`src/rtl/keypad_pkg.sv`:
```
// Shared key codes, qualifier state encoding and limits for the keypad entry path.
package keypad_pkg;

  localparam int unsigned KEY_W      = 4;
  localparam int unsigned DIGITS_MAX = 8;

  localparam logic [KEY_W-1:0] KEY_DIGIT_MAX = 4'h9;
  localparam logic [KEY_W-1:0] KEY_BKSP      = 4'hA;
  localparam logic [KEY_W-1:0] KEY_CLR       = 4'hE;
  localparam logic [KEY_W-1:0] KEY_ENTER     = 4'hF;

  typedef enum logic [1:0] {
    QS_IDLE    = 2'd0,
    QS_SETTLE  = 2'd1,
    QS_HELD    = 2'd2,
    QS_RELEASE = 2'd3
  } qual_state_e;

  // Codes 0x0..0x9 are decimal digits.
  function automatic logic is_digit(input logic [KEY_W-1:0] code);
    return code <= KEY_DIGIT_MAX;
  endfunction

endpackage

```
`src/rtl/key_press_qualifier.sv`:
```
// Press qualifier: turns the level key_pressed into one press_c pulse per
// physical press, after SETTLE_CYCLES consecutive high samples, and re-arms
// only after RELEASE_CYCLES consecutive low samples.
//   clk, reset      : clock, async active-low reset
//   key_pressed     : level from the keypad interface
//   key_code        : encoded key, stable by the accepting edge
//   press_c         : high during the cycle whose edge accepts the press
//   press_code_c    : key code presented with press_c (zero otherwise)
module key_press_qualifier
  import keypad_pkg::*;
#(
  parameter int unsigned SETTLE_CYCLES  = 16,
  parameter int unsigned RELEASE_CYCLES = 16
) (
  input  logic             clk,
  input  logic             reset,
  input  logic             key_pressed,
  input  logic [KEY_W-1:0] key_code,
  output logic             press_c,
  output logic [KEY_W-1:0] press_code_c
);

  localparam int unsigned CNT_MAX = (SETTLE_CYCLES > RELEASE_CYCLES) ? SETTLE_CYCLES : RELEASE_CYCLES;
  localparam int unsigned CNT_W   = $clog2(CNT_MAX + 1);

  localparam logic [CNT_W-1:0] CNT_ONE   = CNT_W'(1);
  localparam logic [CNT_W-1:0] SETTLE_N  = CNT_W'(SETTLE_CYCLES);
  localparam logic [CNT_W-1:0] RELEASE_N = CNT_W'(RELEASE_CYCLES);

  qual_state_e      state_q, state_d;
  logic [CNT_W-1:0] cnt_q, cnt_d;
  logic [CNT_W-1:0] cnt_inc;

  // Saturating increment of the shared settle/release counter.
  assign cnt_inc = (cnt_q == '1) ? cnt_q : cnt_q + CNT_ONE;

  // State and counter register.
  always_ff @(posedge clk or negedge reset) begin
    if (!reset) begin
      state_q <= QS_IDLE;
      cnt_q   <= '0;
    end else begin
      state_q <= state_d;
      cnt_q   <= cnt_d;
    end
  end

  // Next state; the first sample of a run counts as 1, so a threshold of 1
  // is met directly from IDLE/HELD.
  always_comb begin
    state_d = state_q;
    cnt_d   = cnt_q;
    press_c = 1'b0;
    unique case (state_q)
      QS_IDLE: begin
        if (key_pressed) begin
          if (CNT_ONE >= SETTLE_N) begin
            state_d = QS_HELD;
            cnt_d   = '0;
            press_c = 1'b1;
          end else begin
            state_d = QS_SETTLE;
            cnt_d   = CNT_ONE;
          end
        end
      end
      QS_SETTLE: begin
        if (!key_pressed) begin
          state_d = QS_IDLE;
          cnt_d   = '0;
        end else if (cnt_inc >= SETTLE_N) begin
          state_d = QS_HELD;
          cnt_d   = '0;
          press_c = 1'b1;
        end else begin
          cnt_d = cnt_inc;
        end
      end
      QS_HELD: begin
        if (!key_pressed) begin
          if (CNT_ONE >= RELEASE_N) begin
            state_d = QS_IDLE;
            cnt_d   = '0;
          end else begin
            state_d = QS_RELEASE;
            cnt_d   = CNT_ONE;
          end
        end
      end
      QS_RELEASE: begin
        if (key_pressed) begin
          state_d = QS_HELD;
          cnt_d   = '0;
        end else if (cnt_inc >= RELEASE_N) begin
          state_d = QS_IDLE;
          cnt_d   = '0;
        end else begin
          cnt_d = cnt_inc;
        end
      end
      default: begin
        state_d = QS_IDLE;
        cnt_d   = '0;
      end
    endcase
  end

  assign press_code_c = press_c ? key_code : '0;

endmodule

```
`src/rtl/keypad_entry_buffer.sv`:
```
// Keypad entry buffer: qualifies presses, edits a BCD entry register
// (digit shift-in, backspace, clear) and hands finished entries downstream
// over a valid/ready handshake.
//   clk, reset             : clock, async active-low reset
//   key_pressed, key_code  : raw key stream from the keypad interface
//   entry_bcd, entry_count : live entry, newest digit in nibble 0
//   key_event              : one pulse per accepted press
//   entry_err              : pulse on a digit press while full
//   out_valid, out_ready   : handshake for out_bcd
//   out_bcd                : finished entry, held until the next accepted enter
module keypad_entry_buffer
  import keypad_pkg::*;
#(
  parameter int unsigned DIGITS         = 4,
  parameter int unsigned SETTLE_CYCLES  = 16,
  parameter int unsigned RELEASE_CYCLES = 16
) (
  input  logic                clk,
  input  logic                reset,
  input  logic                key_pressed,
  input  logic [KEY_W-1:0]    key_code,
  output logic [4*DIGITS-1:0] entry_bcd,
  output logic [3:0]          entry_count,
  output logic                key_event,
  output logic                entry_err,
  output logic                out_valid,
  input  logic                out_ready,
  output logic [4*DIGITS-1:0] out_bcd
);

  localparam int unsigned ENTRY_W = 4 * DIGITS;
  localparam int unsigned COUNT_W = 4;
  localparam logic [COUNT_W-1:0] DIGITS_N  = COUNT_W'(DIGITS);
  localparam logic [COUNT_W-1:0] COUNT_ONE = COUNT_W'(1);

  if (DIGITS < 1 || DIGITS > DIGITS_MAX) begin : g_bad_digits
    $error("keypad_entry_buffer: DIGITS out of range");
  end

  logic             press_c;
  logic [KEY_W-1:0] press_code_c;

  logic [ENTRY_W-1:0] entry_d, out_bcd_d;
  logic [COUNT_W-1:0] count_d;
  logic               event_d, err_d, valid_d;

  key_press_qualifier #(
    .SETTLE_CYCLES  (SETTLE_CYCLES),
    .RELEASE_CYCLES (RELEASE_CYCLES)
  ) u_qual (
    .clk          (clk),
    .reset        (reset),
    .key_pressed  (key_pressed),
    .key_code     (key_code),
    .press_c      (press_c),
    .press_code_c (press_code_c)
  );

  // Action decode; enter is judged against the pre-edge out_valid so an
  // enter coinciding with acceptance is ignored while the acceptance completes.
  always_comb begin
    entry_d   = entry_bcd;
    count_d   = entry_count;
    event_d   = 1'b0;
    err_d     = 1'b0;
    valid_d   = out_valid;
    out_bcd_d = out_bcd;

    if (out_valid && out_ready) begin
      valid_d = 1'b0;
    end

    if (press_c) begin
      event_d = 1'b1;
      if (is_digit(press_code_c)) begin
        if (entry_count < DIGITS_N) begin
          entry_d = (entry_bcd << 4) | ENTRY_W'(press_code_c);
          count_d = entry_count + COUNT_ONE;
        end else begin
          err_d = 1'b1;
        end
      end else begin
        unique case (press_code_c)
          KEY_BKSP: begin
            if (entry_count != '0) begin
              entry_d = entry_bcd >> 4;
              count_d = entry_count - COUNT_ONE;
            end
          end
          KEY_CLR: begin
            entry_d = '0;
            count_d = '0;
          end
          KEY_ENTER: begin
            if (entry_count != '0 && !out_valid) begin
              out_bcd_d = entry_bcd;
              valid_d   = 1'b1;
              entry_d   = '0;
              count_d   = '0;
            end
          end
          default: begin
          end
        endcase
      end
    end
  end

  // Output registers.
  always_ff @(posedge clk or negedge reset) begin
    if (!reset) begin
      entry_bcd   <= '0;
      entry_count <= '0;
      key_event   <= 1'b0;
      entry_err   <= 1'b0;
      out_valid   <= 1'b0;
      out_bcd     <= '0;
    end else begin
      entry_bcd   <= entry_d;
      entry_count <= count_d;
      key_event   <= event_d;
      entry_err   <= err_d;
      out_valid   <= valid_d;
      out_bcd     <= out_bcd_d;
    end
  end

endmodule

```
`config.mk`:
```
export PLATFORM = sky130hd
export DESIGN_NAME = keypad_entry_buffer
export DESIGN_NICKNAME = d
export VERILOG_FILES = /design/src/rtl/keypad_pkg.sv /design/src/rtl/key_press_qualifier.sv /design/src/rtl/keypad_entry_buffer.sv
export SDC_FILE = /design/constraint.sdc
export NUM_CORES = 1
export LEC_CHECK = 0
export ABC_CLOCK_PERIOD_IN_PS = 6800
export CAP_MARGIN = 20
export CORE_MARGIN = 4
export CORE_UTILIZATION = 57
export CTS_BUF_LIST = sky130_fd_sc_hd__clkbuf_4
export CTS_CLUSTER_DIAMETER = 200
export CTS_CLUSTER_SIZE = 10
export DETAILED_ROUTE_END_ITERATION = 10
export GPL_TIMING_DRIVEN = 1
export PLACE_DENSITY = 0.9
export SLEW_MARGIN = 30
export SYNTH_ARGS = -nofsm -noshare
export SYNTH_HDL_FRONTEND = slang
export SYNTH_HIERARCHICAL = 1
export SYNTH_SLANG_ARGS = --single-unit
```
`constraint.sdc`:
```
create_clock -name clk -period 6.8 [get_ports clk]
set_input_delay 1.36 -clock clk [delete_from_list [all_inputs] [get_ports clk]]
set_output_delay 1.36 -clock clk [all_outputs]
set_load 0.05 [all_outputs]
```
=== Yosys cells after proc, flatten, opt, wreduce, memory -nomap -nowiden ===
Cells that the tools add are included.
W data, S select, Z words.

* Reduce and logical (&&, ||, !) cells: 10
* Equal/unequal tests: 14
* Magnitude comparators: 3
* Multiplexer cells: 37
* Bitwise gates (word level): 2
* Add/sub/neg operators: 3

{| class="wikitable"
|+ Operators with widths
! operator !! count
|-
| $mux W16 || 4
|-
| $pmux W16 S3 || 1
|-
| $mux W5 || 6
|-
| $mux W4 || 5
|-
| $pmux W5 S4 || 1
|-
| $or A16 B4 Y16 || 1
|-
| $eq A4 B4 Y1 const B || 3
|-
| $mux W1 || 12
|-
| $mux W2 || 6
|-
| $pmux W4 S3 || 1
|-
| $pmux W2 S4 || 1
|-
| $reduce_and A4 Y1 || 2
|-
| $reduce_bool A4 Y1 || 2
|-
| $ne A3 B2 Y1 const B || 2
|-
| $ne A3 B3 Y1 const B || 2
|-
| $add A5 B1 Y5 const B || 1
|-
| $eq A5 B5 Y1 const B || 1
|-
| $ge A5 B5 Y1 const B || 1
|-
| $reduce_and A5 Y1 || 1
|-
| $add A4 B1 Y4 const B || 1
|-
| $eq A2 B2 Y1 const B || 2
|-
| $le A4 B4 Y1 const B || 1
|-
| $lt A4 B3 Y1 const B || 1
|-
| $ne A2 B2 Y1 const B || 2
|-
| 8 further kinds || 9
|}

* Register bits: 46
* Output and inout port bits: 39
* Word-level logic and storage cells: 77
* Input port bits: 8

=== Longest topological paths before layout ===
* Depth after elaboration: 11
* Gate-level depth with buffers: 11
* Mapped depth without buffers: 9

=== Cells and area by module ===
Netlist, hierarchy kept.

{| class="wikitable"
|+ Modules (own cells, without submodules)
! module !! instances !! cells each !! area an instance (µm²) !! seq. area each (µm²)
|-
| keypad_entry_buffer || 1 || 164 || 1,861.8 || 975.9
|-
| key_press_qualifier || 1 || 34 || 384.1 || 175.2
|}

=== Worst setup path before layout ===
No wires, ideal clock.

* Path type: input -> register
* Start: input port key_pressed
* End: register out_bcd[0]
* Data required time: 6.675 ns
* Cell stages on the path: 8
* Library setup time: 0.125 ns
* Buffers on the path: 2
* Arrival time: 2.980 ns
* Slack: 3.695 ns
* Cell sequence: and4b_2 > and2_1 > buf_6 > and4_4 > nand2_2 > nor3_4 > buf_8 > mux2_4

* Longest elaborated chain between the ends: 6
* Elaborated cells between the ends (all ways): 7
* Classes of those cells: order compare (1); eq/ne (1); mux (3); bitwise (1); reduce/logical (1)

{| class="wikitable"
|+ RTL lines
! what !! RTL line !! source
|-
| from (decl) || keypad_entry_buffer.sv:20 || <nowiki>input logic key_pressed,</nowiki>
|-
| $mux W1 * || key_press_qualifier.sv:68 || <nowiki>if (!key_pressed) begin</nowiki>
|-
| $mux W1 * || key_press_qualifier.sv:54 || <nowiki>unique case (state_q)</nowiki>
|-
| $mux W4 * || key_press_qualifier.sv:108 || <nowiki>assign press_code_c = press_c ? key_code : '0;</nowiki>
|-
| via press_code_c[2] || keypad_entry_buffer.sv:41 || <nowiki>logic [KEY_W-1:0] press_code_c;</nowiki>
|-
| $le A4 B4 Y1 || keypad_pkg.sv:21 || <nowiki>return code <= KEY_DIGIT_MAX;</nowiki>
|-
| $not A1 Y1 (no line) || - ||
|-
| $reduce_and A4 Y1 (no line) * || - ||
|-
| to (signal assigned) || keypad_entry_buffer.sv:124 || <nowiki>out_bcd <= out_bcd_d;</nowiki>
|-
| to (decl) || keypad_entry_buffer.sv:28 || <nowiki>output logic [4*DIGITS-1:0] out_bcd</nowiki>
|}

The timed path passes the listed nets; every way through them passes the cells marked *.
A chain may end at the register's enable or synchronous reset.

=== Worst setup path in the final report ===
* Start: input port key_pressed
* End: register entry_bcd[7]

* Longest elaborated chain between the ends: 6
* Elaborated cells between the ends (all ways): 14
* Classes of those cells: order compare (1); eq/ne (6); mux (5); reduce/logical (2)

{| class="wikitable"
|+ RTL lines
! what !! RTL line !! source
|-
| $mux W1 * || key_press_qualifier.sv:68 ||
|-
| $mux W1 * || key_press_qualifier.sv:54 ||
|-
| $mux W4 * || key_press_qualifier.sv:108 ||
|-
| via press_code_c[2] || keypad_entry_buffer.sv:41 ||
|-
| $le A4 B4 Y1 / $eq A4 B4 Y1 (equally long branches) || keypad_pkg.sv:21, keypad_entry_buffer.sv:83 ||
|-
| $ne A3 B3 Y1 (no line) (tied with other cells) || - ||
|-
| $reduce_and A5 Y1 (no line) / $mux W16 (equally long branches) || - ||
|-
| to (signal assigned) || keypad_entry_buffer.sv:119 || <nowiki>entry_bcd <= entry_d;</nowiki>
|-
| to (decl) || keypad_entry_buffer.sv:22 || <nowiki>output logic [4*DIGITS-1:0] entry_bcd,</nowiki>
|}

Marked as above.

==> impl_results.md <==
* Outcome: complete, no violations
* Tcrit/Tclk final at about three fifths
* Clock period minus worst slack at about 4.1 ns
* Synth Area in Compound Gates at 15.5%
* Power Density at around 170 nW/um^2
* Worst reg-to-reg path cell count at 9
* Max-Cap Viols at 0
* Avg Cell Area, Syn at 11.3 sq um
* H-tree depth at 2
* RSZ-0062 raised after global routing: no
* Count of different cell masters after synthesis at 44
* Number of global-route vias before repair at between 1500 and 2000
* Dominant cell type by area after synthesis: dfrtp_1
* Final Total Pwr at about 0.48 mW
* Share of layout cells above drive strength 1 at about 16%
* Fillers at 282
* Largest net degree at the start of global routing at 47
* Leak pwr at between 1 and 1.5 nW
* Final net count at 252
* RD Place Congestion at 0.815
* Cts repair resizes at 0
* Worst EP required at 7.04 ns
* Syn_nets at 210
* End of the worst register-to-register path: entry_bcd[7]
* Final wirelength at 4530 microns
* Starting Density at between 50% and 60%
* Hold Startpoint: out_bcd[12]
* Initial antenna violation count at 0
* # setup viols final at 0
* Ys async rst share at 100%
* Worst hold endpoint: out_bcd[12]
* CTS tree: done
* Final hold violation count at 0
* DR vias at 1653
* Syn Inst Count at ~200
* Post-Synth XOR/XNOR Area at 2.28%
* Most frequent cell after synthesis: dfrtp_1
* I/O Pins at 47
* Adder-cell area share of the yosys netlist at approximately 2.2%
* DRC Markers at 0
* Setup Buffers After CTS at 0
* Slew at the pin closest to its max-slew limit at just under 1 ns
* Startpoint Class: input pin
* N_diodes at 0
* Core area at 3740 sq um
* Slew headroom at between 30% and 40%
* Main combinational cell family by area after synthesis: compound AO/OA/AOI/OAI gates
* HP Class: register to register
* Mapped cell area at 2250 sq um
* #FFs+latches synth at 46
* Die W at 70.8 microns
* Gr usage total at 19.4%
* Peak supply drop at 162 uV
* Clock sinks at 46
* Clock Path Buffers at 2
* PortBufs at 46
* Vias per cell at 5.72
* Register area share after synthesis at 51.3%
* Synth cell count leaders: dfrtp_1, nand2_1, o21ai_1
* FF-to-FF Start: u_qual/cnt_q[0]
* Die H at 70.8 microns
* Hold Crit Depth at 1
* Final Max Slew Viols at 0
* Simple-Gate Fraction of Synth Area at roughly an eighth
* Mux contribution to synthesized area at 11.4%
* Final Skew at 0.0106 ns
* Crit path DAT at 4.36 ns
* Area contributors post-synth: dfrtp_1, mux2_4, mux2_2, nand2_1, o21ai_1
* Total grt overflow at 0
* Highest clock rate at ~0.24 GHz
* DR pass1 iterations at 4
* CTS Buf Count at 5
* Clock transition at the registers of the reported paths at 0.14 ns
* Clock Latency Late Sink at between 0.3 and 0.4 ns
* R2R Setup Slk at 3.41 ns
* Setup CP Type: input pin to register
* Setup_tns at 0 ns
* CP Max Fanout at 37
* Top-area cell type share of the netlist area at 51.3%
* Hold buffers post-CTS at 0
* Most used DFF post-synth: dfrtp_1
* EDFF count, synth at 0
* Ys Warns at 6
* Half-perimeter wire length after placement at 3120 microns
* Root Driver: clkbuf_4
* Routed WL per cell at 15.7 microns
* Area occupied by multi-input gates at 1010 sq um
* First-pass GRT wire length at 7870 microns
* Row count at 22
* Crit. End Element: register
* Initial detailed-routing violation count at 143
* Area grow syn2layout at 23.7%
* Total area of sequential cells at 1150 sq um
* Die Footprint at 5010 sq um
* Antenna Nets Post-Route at 0
## registers in the layout (all words and copies together), names as in the netlist, named ones only
| register | cells |
|---|---|
| entry_bcd | 16 |
| out_bcd | 16 |
| u_qual/cnt_q | 5 |
| entry_count | 4 |
| entry_err | 1 |
| key_event | 1 |
| out_valid | 1 |
| u_qual/state_q | 1 |
## stage by stage
| step | instance area (sq um) | setup WS [ns] | hold WS [ns] | std cells | util (%) |
|---|---|---|---|---|---|
| 2_1_floorplan | 2250 | 3.69 | 0.480 | 198 | - |
| 3_3_place_gp | 2690 | 2.47 | 0.489 | 281 | 71.9 |
| 3_5_place_dp | 2700 | 2.30 | 0.496 | 281 | 72.1 |
| 4_1_cts | 2780 | 2.68 | 0.523 | 289 | 74.2 |
| 5_1_grt | 2780 | 2.32 | 0.532 | 289 | 74.2 |
| 6_report | 2780 | 2.67 | 0.522 | 289 | 74.2 |
## worst max-delay path: stages
cell,delay (ns)
clkdlybuf4s50_1,0.57
and4b_2,0.33
and2_1,0.39
and3b_1,0.24
o21ai_1,0.22
nand4b_2,0.69
a221oi_1,0.48
a21oi_1,0.09
## logic make-up after synthesis
group           after synthesis
xor+xnor                      5
mux                          20
fa+ha+maj                     4
compound gates               55
buf+inv                      17
simple gates                 51
flops                        46
## cell type report
cell class,instances,area share [%]
clock inverter,3,1.58
inverter,6,0.810
timing repair buffer,46,16.5
clock buffer,5,1.35
sequential,46,41.4
multi-input combinational,135,36.2
tap,48,2.16
## placed cells by master, fill, tap and decap left out, types with 2 or more instances in the layout
cell             count
ha_1                 4
mux2_2               9
o21a_1               2
nor2_1               4
a21oi_1              6
clkbuf_4             5
o31ai_1              2
o21ai_1             15
nand2_2              2
a32oi_1              2
o21ai_0             10
xor2_1               2
a221oi_1             4
mux2i_1              2
nand2_1             22
nor3b_1              2
mux2_4               9
nand3b_1             3
clkdlybuf4s50_1     45
and3b_1              2
inv_1                6
xnor2_1              2
and2_1               5
a22oi_1              8
dfrtp_1             46
nand3_1              3
## layer usage
| layer | share of wire (%) | routed length (microns) | global-route usage [%] | up-vias |
|---|---|---|---|---|
| met2 | 51 | 2300 | 31.7 | 51 |
| met1 | 44 | 1980 | 26.3 | 799 |
| met3 | 4.6 | 208 | 4.12 | 5 |
| li1 | - | - | - | 798 |
| met4 | 1.0 | 47 | 5.01 | 0 |
| met5 | 0 | 0 | 0 | - |
## power by group
part           switching (mW)  leakage [nW]  internal [mW]
Sequential            0.00619         0.619          0.279
Combinational          0.0125         0.524         0.0110
Clock                  0.0915        0.0456         0.0782
## worst max path at each step
stage / from / end / slack [ns] / depth (start not counted)
6_report: key_pressed / entry_bcd[7] / 2.67 / 8
5_1_grt: key_pressed / entry_bcd[7] / 2.32 / 8
4_1_cts: key_pressed / entry_bcd[7] / 2.68 / 8
3_5_place_dp: key_pressed / entry_bcd[7] / 2.30 / 8
3_3_place_gp: key_pressed / entry_bcd[7] / 2.47 / 8
2_1_floorplan: key_pressed / out_bcd[0] / 3.69 / 8
Note: power is estimated with default switching activity, not from simulation.
